**config.mk**
```make
export PLATFORM = sky130hd
export DESIGN_NAME = axi_dma_master_flat
export DESIGN_NICKNAME = d
export VERILOG_FILES = /design/src/rtl/axi_dma_master_if.sv /design/src/rtl/axi_dma_master.sv /design/src/flat_wrapper.sv
export SDC_FILE = /design/constraint.sdc
export NUM_CORES = 1
export LEC_CHECK = 0
export CAP_MARGIN = 0
export CORE_AREA = 3 3 157 190
export CTS_BUF_LIST = sky130_fd_sc_hd__clkbuf_16
export CTS_CLUSTER_SIZE = 14
export DETAILED_ROUTE_END_ITERATION = 7
export DIE_AREA = 0 0 160 193
export PLACE_DENSITY = 0.84
export SLEW_MARGIN = 20
export SYNTH_ARGS = -nofsm -noshare
export SYNTH_HDL_FRONTEND = slang
export SYNTH_SLANG_ARGS = --single-unit
```
**constraint.sdc**
```tcl
create_clock -name ACLK -period 6.16 [get_ports ACLK]
set_clock_uncertainty 0.1 [all_clocks]
set_input_delay 0.616 -clock ACLK [delete_from_list [all_inputs] [get_ports ACLK]]
set_output_delay 0.616 -clock ACLK [all_outputs]
set_load 0.05 [all_outputs]
```
**src/rtl/axi_dma_master_if.sv**
```systemverilog
// AXI4 master bus bundle for the memory-to-memory copy engine.
// Groups the five AXI channels (AR, R, AW, W, B).
//   master modport : used by axi_dma_master
//   slave  modport : used by whatever provides the two target memories
interface axi_dma_master_if #(
    parameter int ID_WIDTH   = 1,
    parameter int ADDR_WIDTH = 10,
    parameter int DATA_WIDTH = 32
);
    // AR channel
    logic                    arvalid;
    logic                    arready;
    logic [ID_WIDTH-1:0]     arid;
    logic [ADDR_WIDTH-1:0]   araddr;
    logic [7:0]              arlen;
    logic [2:0]              arsize;
    logic [1:0]              arburst;
    // R channel
    logic                    rvalid;
    logic                    rready;
    logic [ID_WIDTH-1:0]     rid;
    logic [DATA_WIDTH-1:0]   rdata;
    logic                    rlast;
    logic [1:0]              rresp;
    // AW channel
    logic                    awvalid;
    logic                    awready;
    logic [ID_WIDTH-1:0]     awid;
    logic [ADDR_WIDTH-1:0]   awaddr;
    logic [7:0]              awlen;
    logic [2:0]              awsize;
    logic [1:0]              awburst;
    // W channel
    logic                    wvalid;
    logic                    wready;
    logic [DATA_WIDTH-1:0]   wdata;
    logic [DATA_WIDTH/8-1:0] wstrb;
    logic                    wlast;
    // B channel
    logic                    bvalid;
    logic                    bready;
    logic [ID_WIDTH-1:0]     bid;
    logic [1:0]              bresp;

    modport master (
        output arvalid, arid, araddr, arlen, arsize, arburst,
        input  arready,
        input  rvalid, rid, rdata, rlast, rresp,
        output rready,
        output awvalid, awid, awaddr, awlen, awsize, awburst,
        input  awready,
        output wvalid, wdata, wstrb, wlast,
        input  wready,
        input  bvalid, bid, bresp,
        output bready
    );

    modport slave (
        input  arvalid, arid, araddr, arlen, arsize, arburst,
        output arready,
        output rvalid, rid, rdata, rlast, rresp,
        input  rready,
        input  awvalid, awid, awaddr, awlen, awsize, awburst,
        output awready,
        input  wvalid, wdata, wstrb, wlast,
        output wready,
        output bvalid, bid, bresp,
        input  bready
    );
endinterface

```
**src/rtl/axi_dma_master.sv**
```systemverilog
// AXI4 memory-to-memory copy engine.
// A start pulse while idle copies r_len bytes (whole words only) from r_src_addr
// to r_dst_addr. Reads land in a small FIFO; writes drain it. Read bursts only
// issue once FIFO space for all their beats is reserved, so RREADY can stay high.
// Ports:
//   ACLK, ARESETn           clock, asynchronous active-low reset
//   w_start                 one-cycle start pulse (ignored while busy)
//   r_src_addr, r_dst_addr  byte addresses (sub-word bits dropped)
//   r_len                   length in bytes (sub-word remainder dropped)
//   m_axi                   AXI4 master bundle (AR/R/AW/W/B)
//
// state  | meaning
// S_IDLE | waiting for w_start; RREADY/BREADY low, no VALIDs
// S_BUSY | copy running; done when every burst has its B response
module axi_dma_master #(
    parameter int ID_WIDTH   = 1,
    parameter int ADDR_WIDTH = 10,
    parameter int DATA_WIDTH = 32,
    parameter int LGMAXBURST = 2,
    parameter int LGFIFO     = LGMAXBURST + 1,
    parameter int LGLEN      = ADDR_WIDTH
) (
    input  logic                  ACLK,
    input  logic                  ARESETn,
    input  logic                  w_start,
    input  logic [ADDR_WIDTH-1:0] r_src_addr,
    input  logic [ADDR_WIDTH-1:0] r_dst_addr,
    input  logic [LGLEN-1:0]      r_len,
    axi_dma_master_if.master      m_axi
);
    localparam int ADDRLSB = $clog2(DATA_WIDTH/8);
    localparam int MAXB    = 1 << LGMAXBURST;
    localparam int DEPTH   = 1 << LGFIFO;
    localparam int BW      = LGMAXBURST + 1;
    localparam int FW      = LGFIFO + 1;
    localparam int CW      = LGLEN;
    localparam logic [ADDR_WIDTH-1:0] ALIGN_MASK = ~ADDR_WIDTH'((1 << ADDRLSB) - 1);

    typedef enum logic {S_IDLE, S_BUSY} state_t;
    state_t state, state_nx;

    logic [ADDR_WIDTH-1:0] rd_addr, aw_addr, w_addr;
    logic [CW-1:0]         rd_left, aw_left, w_left;
    logic [CW-1:0]         aw_avail;     // beats received but not yet claimed by an AW
    logic [CW-1:0]         b_cnt;        // AWs still waiting for their B
    logic [FW-1:0]         space;        // FIFO slots not reserved by an AR
    logic [FW-1:0]         fill;
    logic [LGFIFO-1:0]     wr_ptr, rd_ptr;
    logic [BW-1:0]         w_cnt;        // beats left in current W burst, 0 = burst not started
    logic [DATA_WIDTH-1:0] mem [DEPTH];

    // Bursts stop at MAXB-beat aligned boundaries. That boundary is a power of
    // two no larger than 4KB, so no burst can cross a 4KB page either.
    function automatic logic [BW-1:0] burst_beats(input logic [ADDR_WIDTH-1:0] addr,
                                                  input logic [CW-1:0] left);
        logic [BW-1:0] to_bound;
        to_bound = BW'(MAXB) - BW'(addr[ADDRLSB +: LGMAXBURST]);
        if (left < CW'(to_bound))
            burst_beats = BW'(left);
        else
            burst_beats = to_bound;
    endfunction

    logic          busy, start_ok, push, pop, ar_hs, aw_hs, b_hs;
    logic [CW-1:0] n_words;
    logic [BW-1:0] ar_beats, aw_beats, w_len_cur;

    assign busy      = (state == S_BUSY);
    assign n_words   = r_len >> ADDRLSB;
    assign start_ok  = !busy && w_start && (n_words != '0);
    assign ar_beats  = burst_beats(rd_addr, rd_left);
    assign aw_beats  = burst_beats(aw_addr, aw_left);
    assign w_len_cur = (w_cnt == '0) ? burst_beats(w_addr, w_left) : w_cnt;

    // VALIDs come from registers only; each condition can only stay true until
    // its handshake, so valid and payload hold while the slave stalls.
    assign m_axi.arvalid = busy && (rd_left != '0) && (space >= FW'(ar_beats));
    assign m_axi.arid    = '0;
    assign m_axi.araddr  = rd_addr;
    assign m_axi.arlen   = 8'(ar_beats) - 8'd1;
    assign m_axi.arsize  = 3'(ADDRLSB);
    assign m_axi.arburst = 2'b01;
    assign m_axi.rready  = busy;

    assign m_axi.awvalid = busy && (aw_left != '0) && (aw_avail >= CW'(aw_beats));
    assign m_axi.awid    = '0;
    assign m_axi.awaddr  = aw_addr;
    assign m_axi.awlen   = 8'(aw_beats) - 8'd1;
    assign m_axi.awsize  = 3'(ADDRLSB);
    assign m_axi.awburst = 2'b01;

    assign m_axi.wvalid  = busy && (w_left != '0) && (fill != '0);
    assign m_axi.wdata   = mem[rd_ptr];
    assign m_axi.wstrb   = '1;
    assign m_axi.wlast   = (w_len_cur == BW'(1));
    assign m_axi.bready  = busy;

    assign ar_hs = m_axi.arvalid && m_axi.arready;
    assign aw_hs = m_axi.awvalid && m_axi.awready;
    assign push  = m_axi.rvalid && busy;
    assign pop   = m_axi.wvalid && m_axi.wready;
    assign b_hs  = m_axi.bvalid && busy && (b_cnt != '0);

    logic unused_inputs;
    assign unused_inputs = ^{m_axi.rid, m_axi.rlast, m_axi.rresp, m_axi.bid, m_axi.bresp};

    always_ff @(posedge ACLK or negedge ARESETn) begin
        if (!ARESETn) state <= S_IDLE;
        else          state <= state_nx;
    end

    always_comb begin
        state_nx = state;
        case (state)
            S_IDLE: if (start_ok) state_nx = S_BUSY;
            S_BUSY: if ((rd_left == '0) && (aw_left == '0) && (w_left == '0) && (b_cnt == '0))
                        state_nx = S_IDLE;
            default: state_nx = S_IDLE;
        endcase
    end

    always_ff @(posedge ACLK or negedge ARESETn) begin
        if (!ARESETn) begin
            rd_addr  <= '0;
            aw_addr  <= '0;
            w_addr   <= '0;
            rd_left  <= '0;
            aw_left  <= '0;
            w_left   <= '0;
            aw_avail <= '0;
            b_cnt    <= '0;
            space    <= '0;
            fill     <= '0;
            wr_ptr   <= '0;
            rd_ptr   <= '0;
            w_cnt    <= '0;
        end else if (start_ok) begin
            rd_addr  <= r_src_addr & ALIGN_MASK;
            aw_addr  <= r_dst_addr & ALIGN_MASK;
            w_addr   <= r_dst_addr & ALIGN_MASK;
            rd_left  <= n_words;
            aw_left  <= n_words;
            w_left   <= n_words;
            aw_avail <= '0;
            b_cnt    <= '0;
            space    <= FW'(DEPTH);
            fill     <= '0;
            wr_ptr   <= '0;
            rd_ptr   <= '0;
            w_cnt    <= '0;
        end else begin
            if (ar_hs) begin
                rd_addr <= rd_addr + (ADDR_WIDTH'(ar_beats) << ADDRLSB);
                rd_left <= rd_left - CW'(ar_beats);
            end
            if (aw_hs) begin
                aw_addr <= aw_addr + (ADDR_WIDTH'(aw_beats) << ADDRLSB);
                aw_left <= aw_left - CW'(aw_beats);
            end
            if (push) wr_ptr <= wr_ptr + 1'b1;
            if (pop) begin
                rd_ptr <= rd_ptr + 1'b1;
                w_addr <= w_addr + ADDR_WIDTH'(DATA_WIDTH/8);
                w_left <= w_left - 1'b1;
                w_cnt  <= w_len_cur - BW'(1);
            end
            space    <= space - (ar_hs ? FW'(ar_beats) : FW'(0)) + FW'(pop);
            fill     <= fill + FW'(push) - FW'(pop);
            aw_avail <= aw_avail + CW'(push) - (aw_hs ? CW'(aw_beats) : CW'(0));
            b_cnt    <= b_cnt + CW'(aw_hs) - CW'(b_hs);
        end
    end

    always_ff @(posedge ACLK) begin
        if (push) mem[wr_ptr] <= m_axi.rdata;
    end
endmodule

```
**src/flat_wrapper.sv**
```systemverilog
// flat-port wrapper written by rule: the top's interface ports become plain ports
module axi_dma_master_flat 
#(
    parameter int ID_WIDTH   = 1,
    parameter int ADDR_WIDTH = 10,
    parameter int DATA_WIDTH = 32,
    parameter int LGMAXBURST = 2,
    parameter int LGFIFO     = LGMAXBURST + 1,
    parameter int LGLEN      = ADDR_WIDTH
)
  (ACLK, ARESETn, w_start, r_src_addr, r_dst_addr, r_len, m_axi_arvalid, m_axi_arid, m_axi_araddr, m_axi_arlen, m_axi_arsize, m_axi_arburst, m_axi_arready, m_axi_rvalid, m_axi_rid, m_axi_rdata, m_axi_rlast, m_axi_rresp, m_axi_rready, m_axi_awvalid, m_axi_awid, m_axi_awaddr, m_axi_awlen, m_axi_awsize, m_axi_awburst, m_axi_awready, m_axi_wvalid, m_axi_wdata, m_axi_wstrb, m_axi_wlast, m_axi_wready, m_axi_bvalid, m_axi_bid, m_axi_bresp, m_axi_bready);
  axi_dma_master_if #(.ID_WIDTH(ID_WIDTH), .ADDR_WIDTH(ADDR_WIDTH), .DATA_WIDTH(DATA_WIDTH)) m_axi_i ();
  input  logic ACLK;
  input  logic ARESETn;
  input  logic w_start;
  input  logic [ADDR_WIDTH-1:0] r_src_addr;
  input  logic [ADDR_WIDTH-1:0] r_dst_addr;
  input  logic [LGLEN-1:0] r_len;
  output wire logic [$bits(m_axi_i.arvalid)-1:0] m_axi_arvalid;
  output wire logic [$bits(m_axi_i.arid)-1:0] m_axi_arid;
  output wire logic [$bits(m_axi_i.araddr)-1:0] m_axi_araddr;
  output wire logic [$bits(m_axi_i.arlen)-1:0] m_axi_arlen;
  output wire logic [$bits(m_axi_i.arsize)-1:0] m_axi_arsize;
  output wire logic [$bits(m_axi_i.arburst)-1:0] m_axi_arburst;
  input wire logic [$bits(m_axi_i.arready)-1:0] m_axi_arready;
  input wire logic [$bits(m_axi_i.rvalid)-1:0] m_axi_rvalid;
  input wire logic [$bits(m_axi_i.rid)-1:0] m_axi_rid;
  input wire logic [$bits(m_axi_i.rdata)-1:0] m_axi_rdata;
  input wire logic [$bits(m_axi_i.rlast)-1:0] m_axi_rlast;
  input wire logic [$bits(m_axi_i.rresp)-1:0] m_axi_rresp;
  output wire logic [$bits(m_axi_i.rready)-1:0] m_axi_rready;
  output wire logic [$bits(m_axi_i.awvalid)-1:0] m_axi_awvalid;
  output wire logic [$bits(m_axi_i.awid)-1:0] m_axi_awid;
  output wire logic [$bits(m_axi_i.awaddr)-1:0] m_axi_awaddr;
  output wire logic [$bits(m_axi_i.awlen)-1:0] m_axi_awlen;
  output wire logic [$bits(m_axi_i.awsize)-1:0] m_axi_awsize;
  output wire logic [$bits(m_axi_i.awburst)-1:0] m_axi_awburst;
  input wire logic [$bits(m_axi_i.awready)-1:0] m_axi_awready;
  output wire logic [$bits(m_axi_i.wvalid)-1:0] m_axi_wvalid;
  output wire logic [$bits(m_axi_i.wdata)-1:0] m_axi_wdata;
  output wire logic [$bits(m_axi_i.wstrb)-1:0] m_axi_wstrb;
  output wire logic [$bits(m_axi_i.wlast)-1:0] m_axi_wlast;
  input wire logic [$bits(m_axi_i.wready)-1:0] m_axi_wready;
  input wire logic [$bits(m_axi_i.bvalid)-1:0] m_axi_bvalid;
  input wire logic [$bits(m_axi_i.bid)-1:0] m_axi_bid;
  input wire logic [$bits(m_axi_i.bresp)-1:0] m_axi_bresp;
  output wire logic [$bits(m_axi_i.bready)-1:0] m_axi_bready;
  assign m_axi_arvalid = m_axi_i.arvalid;
  assign m_axi_arid = m_axi_i.arid;
  assign m_axi_araddr = m_axi_i.araddr;
  assign m_axi_arlen = m_axi_i.arlen;
  assign m_axi_arsize = m_axi_i.arsize;
  assign m_axi_arburst = m_axi_i.arburst;
  assign m_axi_i.arready = m_axi_arready;
  assign m_axi_i.rvalid = m_axi_rvalid;
  assign m_axi_i.rid = m_axi_rid;
  assign m_axi_i.rdata = m_axi_rdata;
  assign m_axi_i.rlast = m_axi_rlast;
  assign m_axi_i.rresp = m_axi_rresp;
  assign m_axi_rready = m_axi_i.rready;
  assign m_axi_awvalid = m_axi_i.awvalid;
  assign m_axi_awid = m_axi_i.awid;
  assign m_axi_awaddr = m_axi_i.awaddr;
  assign m_axi_awlen = m_axi_i.awlen;
  assign m_axi_awsize = m_axi_i.awsize;
  assign m_axi_awburst = m_axi_i.awburst;
  assign m_axi_i.awready = m_axi_awready;
  assign m_axi_wvalid = m_axi_i.wvalid;
  assign m_axi_wdata = m_axi_i.wdata;
  assign m_axi_wstrb = m_axi_i.wstrb;
  assign m_axi_wlast = m_axi_i.wlast;
  assign m_axi_i.wready = m_axi_wready;
  assign m_axi_i.bvalid = m_axi_bvalid;
  assign m_axi_i.bid = m_axi_bid;
  assign m_axi_i.bresp = m_axi_bresp;
  assign m_axi_bready = m_axi_i.bready;
  axi_dma_master #(.ID_WIDTH(ID_WIDTH), .ADDR_WIDTH(ADDR_WIDTH), .DATA_WIDTH(DATA_WIDTH), .LGMAXBURST(LGMAXBURST), .LGFIFO(LGFIFO), .LGLEN(LGLEN)) u_core (.ACLK(ACLK), .ARESETn(ARESETn), .w_start(w_start), .r_src_addr(r_src_addr), .r_dst_addr(r_dst_addr), .r_len(r_len), .m_axi(m_axi_i));
endmodule
```
==> qor.csv, run 1 <==
stage;metric;value;unit
run_status;outcome;complete, no violations;
logic_synthesis;synth_edf_count;256;
placed_design;port_buffers;133;
critical_path;reg2reg_to;u_core.aw_avail[8];
detailed_routing;drt_iter0_markers;609;
sta;finalCriticalPeriod;5640;ps
hold_path;min_path_cells;1;
global_route;grt_overflow;0;
logic_synthesis;yosysSeqAreaShare;0.616;
finish;final_cell_area;18700;sq um
critical_path;rr_worst_depth;26;
finish;num_antenna_cells;0;
logic_synthesis;synthFlopType;edfxtp_1;
sta;slew_headroom;0.318;
detailed_routing;drc;0;
pwr;total_power;11100;uW
detailed_routing;vias_per_cell;5.68;
logic_synthesis;synth-compound-area-share;0.0466;
detailed_routing;dr_total_vias;9201;
finish;drive_above_1_share;0.159;
clock_tree;cts_tree;built;
detailed_routing;wl_met1;12800;um
critical_path;criticalPathCategory;flop to primary output;
hold_path;hold_path_class;flop to flop;
logic_synthesis;synth_top_family_by_area;multiplexers;
placed_design;hpwl;20300;um
logic_synthesis;synth-simple-area-share;0.0796;
sta;rsz0062_at_grt;false;
pwr;powerDensity;592;nW/um^2
detailed_routing;met2RoutedLength;16800;um
logic_synthesis;synth_area;16000;sq um
logic_synthesis;syn_inst;1077;
critical_path;crit_path_start_kind;flop;
global_route;grt_max_degree;63;
logic_synthesis;yosys_warnings;0;
floorplan;die_width;160;um
finish;num-nets-final;1378;
detailed_routing;drt_pass1_iterations;5;
logic_synthesis;syn_avg_cell_area;14.8;sq um
clock_tree;clockRootBuffer;clkbuf_16;
sta;whs;381;ps
logic_synthesis;async_reset_ff_frac;0.251;
sta;fmax;177;MHz
floorplan;rows;67;
sta;tightest_slew;1020;ps
clock_tree;cts_setup_buffers;0;
global_route;grt_pass1_vias;9775;
pwr;leakage;0.00698;uW
clock_tree;htreeDepth;2;
placed_design;dpl_cell_area;17600;sq um
clock_tree;path_clk_slew;60;ps
clock_tree;clk_latency;500;ps
critical_path;crit_path_top_delay_cell;clkdlybuf4s50_1;
floorplan;core-area;28000;sq um
detailed_routing;wirelength;32100;um
floorplan;start_util;0.571;
critical_path;required;5440;ps
hold_path;hp-start;u_core.rd_left[9];
sta;tns;0;ps
critical_path;r2r_setup_slack;670;ps
logic_synthesis;yosys.cell_types.count;67;
logic_synthesis;ys_ff_latch;342;
sta;finalCritPeriodShare;0.916;
pwr;ir_drop;0.653;mV
detailed_routing;wl_per_cell;19.8;um
critical_path;worstSetupEndpointType;primary output;
global_route;antenna_found_initial;1;
global_route;grtUsageTotal;0.211;
placed_design;gp_congestion;0.834;
sta;finalSetupViolCount;0;
detailed_routing;ant_nets;0;
critical_path;crit_fanout;6;
sta;finalMaxSlewViolations;0;
critical_path;cp.arrival;4930;ps
clock_tree;cts.sinks;342;
floorplan;fp.dieH;193;um
detailed_routing;top_layer;met5;
clock_tree;cts_buffers;35;
detailed_routing;wl_met3;1910;um
logic_synthesis;synth_mux_area_frac;0.119;
sta;final_hold_viol_count;0;
critical_path;cpPeakStageDelay;700;ps
critical_path;crit_chain;inv_1, ha_1, inv_1, ha_1, a21boi_0, o21ai_0, nand4bb_2, mux2i_1, inv_1, ha_1, nand2b_1, a2111oi_2, nor2_1, and3_2, clkdlybuf4s50_1;
clock_tree;clock_path_buffers;3;
hold_path;hold_end;u_core.rd_left[9];
floorplan;die_area;30900;sq um
floorplan;num_io_pins;167;
finish;areaGrowthSynthToFinish;17.2;%
logic_synthesis;synth_xor_area_frac;0.0285;
logic_synthesis;synthAdderAreaFrac;0.0696;
flow_run;cap_violations;0;
critical_path;rr_startpoint;u_core.m_axi.awaddr[2];
global_route;grt_pass1_wl;51600;um
## Yosys cell counts (8+ instances only)
master | number | share of area
o211ai_1 | 15 | 0.0070
fa_1 | 8 | 0.010
inv_1 | 65 | 0.015
nand2b_1 | 13 | 0.0051
o21ai_0 | 23 | 0.0072
nor3_1 | 14 | 0.0044
mux4_2 | 64 | 0.090
buf_4 | 31 | 0.015
dfrtp_1 | 86 | 0.13
ha_1 | 76 | 0.060
mux2_2 | 35 | 0.025
nand2_1 | 64 | 0.015
and2_1 | 8 | 0.0031
nand3_1 | 25 | 0.0078
edfxtp_1 | 256 | 0.48
clkbuf_1 | 21 | 0.0049
a21o_1 | 10 | 0.0047
a211oi_1 | 8 | 0.0038
xnor2_1 | 20 | 0.011
nor2_1 | 70 | 0.016
a21oi_1 | 31 | 0.0097
xor2_1 | 32 | 0.018
## cell usage in the layout (no fill, tap or decap), types with 6 or more instances in the layout
cell type	instances
nor2_4	6
nand2b_1	13
nand2_1	64
clkdlybuf4s50_1	132
mux2_2	35
a211oi_1	8
and2_1	8
inv_1	75
a21oi_1	31
a21o_1	10
nor2b_1	6
conb_1	20
fa_1	8
edfxtp_1	256
clkbuf_16	35
nor3_1	12
mux4_2	64
buf_4	17
clkinv_1	6
inv_2	6
dfrtp_1	84
xor2_1	32
xnor2_1	20
o211ai_1	15
nor2_1	64
o21ai_0	23
nand3_1	25
ha_1	76
## kinds of logic after synthesis
| kind of cell | after synthesis |
|---|---|
| buffers and inverters | 134 |
| other | 2 |
| AOI/OAI and AO/OA | 113 |
| DFF | 342 |
| muxes | 105 |
| xor gates and xnor gates | 52 |
| and+or+nand+nor | 245 |
| adders and majority gates | 84 |
## through the flow
step           std cells  worst slack (ps)  utilization
4_1_cts             1621               261        0.668
6_report            1621               517        0.669
3_5_place_dp        1558               679        0.630
2_1_floorplan       1095               200            -
3_3_place_gp        1558               809        0.630
5_1_grt             1621               149        0.669
## metal layers
| metal | up-vias | GRT usage |
|---|---|---|
| li1 | 4247 | - |
| met1 | 4629 | 0.260 |
| met2 | 283 | 0.385 |
| met3 | 40 | 0.0417 |
| met4 | 2 | 0.0568 |
| met5 | - | 0 |
## power breakdown
| part | switching (uW) | internal (uW) |
|---|---|---|
| Clock | 828 | 1120 |
| Combinational | 3320 | 2400 |
| Sequential | 426 | 3000 |
## worst max-delay path by stage
stage	slack (ps)	depth (start not counted)	startpoint	to
finish	520	15	u_core.m_axi.araddr[2]	m_axi_arvalid
CTS	260	15	u_core.m_axi.araddr[2]	m_axi_arvalid
floorplan	200	22	u_core.m_axi.araddr[2]	u_core.space[2]
global placement	810	26	u_core.m_axi.awaddr[2]	u_core.aw_avail[8]
detailed placement	680	21	u_core.m_axi.araddr[2]	u_core.space[2]
global route	150	26	u_core.m_axi.awaddr[2]	u_core.aw_avail[8]
## area by class of cell
cell class | count | area [sq um]
Fill cell | 1928 | 9280
Clock buffer | 35 | 876
Sequential cell | 342 | 9840
Clock inverter | 27 | 185
Tap cell | 379 | 474
Multi-Input combinational cell | 619 | 5620
Inverter | 69 | 259
Timing Repair Buffer | 150 | 1460
## critical path, delay by kind of cell, from the launching register on
family / cells / cell delay (ps)
flops: 1 / 440
compound gates: 3 / 980
simple gates: 4 / 740
mux: 1 / 390
buf+inv: 4 / 1000
fa+ha+maj: 3 / 900
## sequential cells by signal, summed over array words and instances (netlist names)
| register | flops |
|---|---|
| u_core.space | 4 |
| u_core.w_cnt | 3 |
| u_core.m_axi.bready | 1 |
| u_core.w_left | 10 |
| u_core.m_axi.awaddr | 8 |
| u_core.mem | 256 |
| u_core.b_cnt | 10 |
| u_core.m_axi.araddr | 8 |
| u_core.rd_ptr | 3 |
| u_core.w_addr | 2 |
| u_core.aw_left | 10 |
| u_core.wr_ptr | 3 |
| u_core.fill | 4 |
| u_core.rd_left | 10 |
| u_core.aw_avail | 10 |
## what timing repair did
| action | in CTS | in global routing |
|---|---|---|
| hold buffers | 1 | 0 |
| resized for setup | 0 | 1 |
| endpoints found under the hold margin | 24 | 0 |
| setup endpoints to repair | 0 | 1 |
(Power assumes the default switching activity.)
==> inputs of run 2 (changes only) <==
Settings changed: CORE_AREA 3 3 157 190 to 3 3 153 185, DIE_AREA 0 0 160 193 to 0 0 156 188, DONT_BUFFER_PORTS set to 1, PLACE_DENSITY 0.84 to 0.8.
==> qor.csv, run 2 (synthesized netlist as in run 1, its figures left out) <==
stage;metric;value;unit;change
run_status;outcome;complete, no violations;;unchanged
sta;rsz0062_at_grt;false;;unchanged
global_route;grt_pass1_wl;48500;um;was 51600 um
finish;seq_area;9840;sq um;unchanged
sta;slew_headroom;0.195;;was 0.318
global_route;grt_pass1_vias;9256;;was 9775
global_route;grt_overflow;0;;unchanged
flow_run;cap_violations;0;;unchanged
detailed_routing;drc;0;;unchanged
critical_path;required;6430;ps;was 5440 ps
detailed_routing;ant_nets;0;;unchanged
finish;num-nets-final;1253;;was 1378
detailed_routing;drt_pass1_iterations;5;;unchanged
clock_tree;path_clk_slew;60;ps;about the same
floorplan;start_util;0.595;;was 0.571
critical_path;criticalPathCategory;flop to flop;;was flop to primary output
critical_path;crit_path_start_kind;flop;;unchanged
sta;tightest_slew;1200;ps;was 1020 ps
sta;final_hold_viol_count;0;;unchanged
placed_design;gp_congestion;0.821;;was 0.834
clock_tree;htreeDepth;2;;unchanged
sta;fmax;184;MHz;was 177 MHz
finish;layout_commonest_cell;edfxtp_1;;unchanged
placed_design;port_buffers;0;;was 133
clock_tree;clock_path_buffers;3;;unchanged
clock_tree;clockRootBuffer;clkbuf_16;;unchanged
clock_tree;cts.sinks;342;;unchanged
global_route;grt_max_degree;87;;was 63
finish;drive_above_1_share;0.184;;was 0.159
finish;largest_reg_flops;256;;unchanged
sta;finalSetupViolCount;0;;unchanged
finish;top_register;u_core.mem;;unchanged
clock_tree;clk_latency;500;ps;about the same
critical_path;crit_fanout;8;;was 6
finish;multi_input_area;5640;sq um;was 5620 sq um
sta;tns;0;ps;unchanged
detailed_routing;dr_total_vias;8580;;was 9201
detailed_routing;drt_iter0_markers;467;;was 609
clock_tree;cts_tree;built;;unchanged
floorplan;die_width;156;um;was 160 um
sta;finalMaxSlewViolations;0;;unchanged
floorplan;core-area;26800;sq um;was 28000 sq um
global_route;antenna_found_initial;0;;was 1
detailed_routing;vias_per_cell;5.89;;was 5.68
floorplan;fp.dieH;188;um;was 193 um
detailed_routing;wl_per_cell;20.7;um;was 19.8 um
floorplan;die_area;29300;sq um;was 30900 sq um
finish;areaGrowthSynthToFinish;9.48;%;was 17.2%
detailed_routing;wirelength;30200;um;was 32100 um
hold_path;hold_path_class;primary input to flop;;was flop to flop
finish;fillers;1858;;was 1928
critical_path;cp.arrival;5720;ps;was 4930 ps
critical_path;worstSetupEndpointType;flop;;was primary output
placed_design;place_inst;1393;;was 1558
placed_design;hpwl;18300;um;was 20300 um
global_route;grtUsageTotal;0.210;;was 0.211
floorplan;num_io_pins;167;;unchanged
sta;finalCritPeriodShare;0.884;;was 0.916
clock_tree;cts_buffers;35;;unchanged
clock_tree;cts_setup_buffers;0;;unchanged
finish;num_antenna_cells;0;;unchanged
finish;layout_common_cells;256 x edfxtp_1, 84 x dfrtp_1, 76 x inv_1, 76 x ha_1;;was 256 x edfxtp_1, 132 x clkdlybuf4s50_1, 84 x dfrtp_1
sta;finalCriticalPeriod;5450;ps;was 5640 ps
clock_tree;post_cts_resize_count;0;;unchanged
finish;stdcell_count;1457;;was 1621
floorplan;rows;66;;was 67
[run 2: cell count changes in the layout (fill, tap and decap cells not counted), moves of 2 or more]
cell / previous run / this run
buf_16: 0 / 2
buf_4: 17 / 21
clkdlybuf4s50_1: 132 / 0
clkinvlp_4: 0 / 2
inv_2: 6 / 4
[run 2: final timing paths]
check | end | cells past startpoint | from | slack [ps]
max | u_core.aw_avail[8] | 23 | u_core.m_axi.awaddr[2] | 710
min | u_core.mem[3][20] | 0 | m_axi_rdata[20] | 90
max reg2reg | u_core.aw_avail[8] | 23 | u_core.m_axi.awaddr[2] | 710
min reg2reg | u_core.rd_left[9] | 1 | u_core.rd_left[9] | 390
max in group asynchronous | u_core.rd_ptr[0] | 2 | ARESETn | 4980
min in group asynchronous | u_core.m_axi.bready | 2 | ARESETn | 610
[run 2: routing by layer]
metal,GRT usage,vias to the layer above,routed length [um]
met5,0,-,0
met4,0.0527,0,592
met3,0.0448,47,1840
met2,0.374,221,15700
met1,0.262,4313,12100
li1,-,3999,-
[run 2: final cells by class]
| cell class | count | area share |
|---|---|---|
| clock buffer | 36 | 0.0515 |
| tap | 340 | 0.0243 |
| multi-input combinational | 619 | 0.322 |
| inverter | 69 | 0.0148 |
| sequential | 342 | 0.563 |
| timing repair buffer | 25 | 0.0139 |
| clock inverter | 26 | 0.0103 |
[run 2: critical path, stage by stage (launching register included)]
cell and delay (ps):
dfrtp_1 730, inv_1 140, ha_1 340, inv_1 50
ha_1 270, a21o_1 160, a211o_1 360, mux2_2 340
inv_1 140, ha_1 300, a21oi_1 60, o211ai_1 210
nand2_1 130, inv_2 190, nand2_1 90, ha_1 300
inv_1 60, fa_1 440, nor2b_1 150, o21ai_0 120
a211oi_1 310, o41ai_1 130, xor2_1 140, nor2_1 50
[run 2: timing repair]
action,4_1_cts,5_1_grt
setup endpoints to repair,0,0
hold endpoints to repair,86,0
hold buffers,2,0
[run 2: metrics by stage]
stage,util,hold WS [ps],cell area (sq um),worst slack (ps)
after global routing,0.652,64.9,17500,253
after CTS,0.652,75.3,17500,690
after detailed placement,0.610,223,16400,710
after global placement,0.610,223,16400,834
after floorplan,-,220,16000,200
final,0.652,90.9,17500,712
Power of run 2 is not shown: default switching activity piles up to over one toggle a cycle in this logic, so the estimate is an artifact.
==> inputs of run 3 (changes only) <==
Settings changed: ABC_CLOCK_PERIOD_IN_PS set to 6160.
==> results of run 3 <==
Same layout as run 2: the final DEF is identical, and so are final timing and power.
Power of run 3 is left out for the same reason.
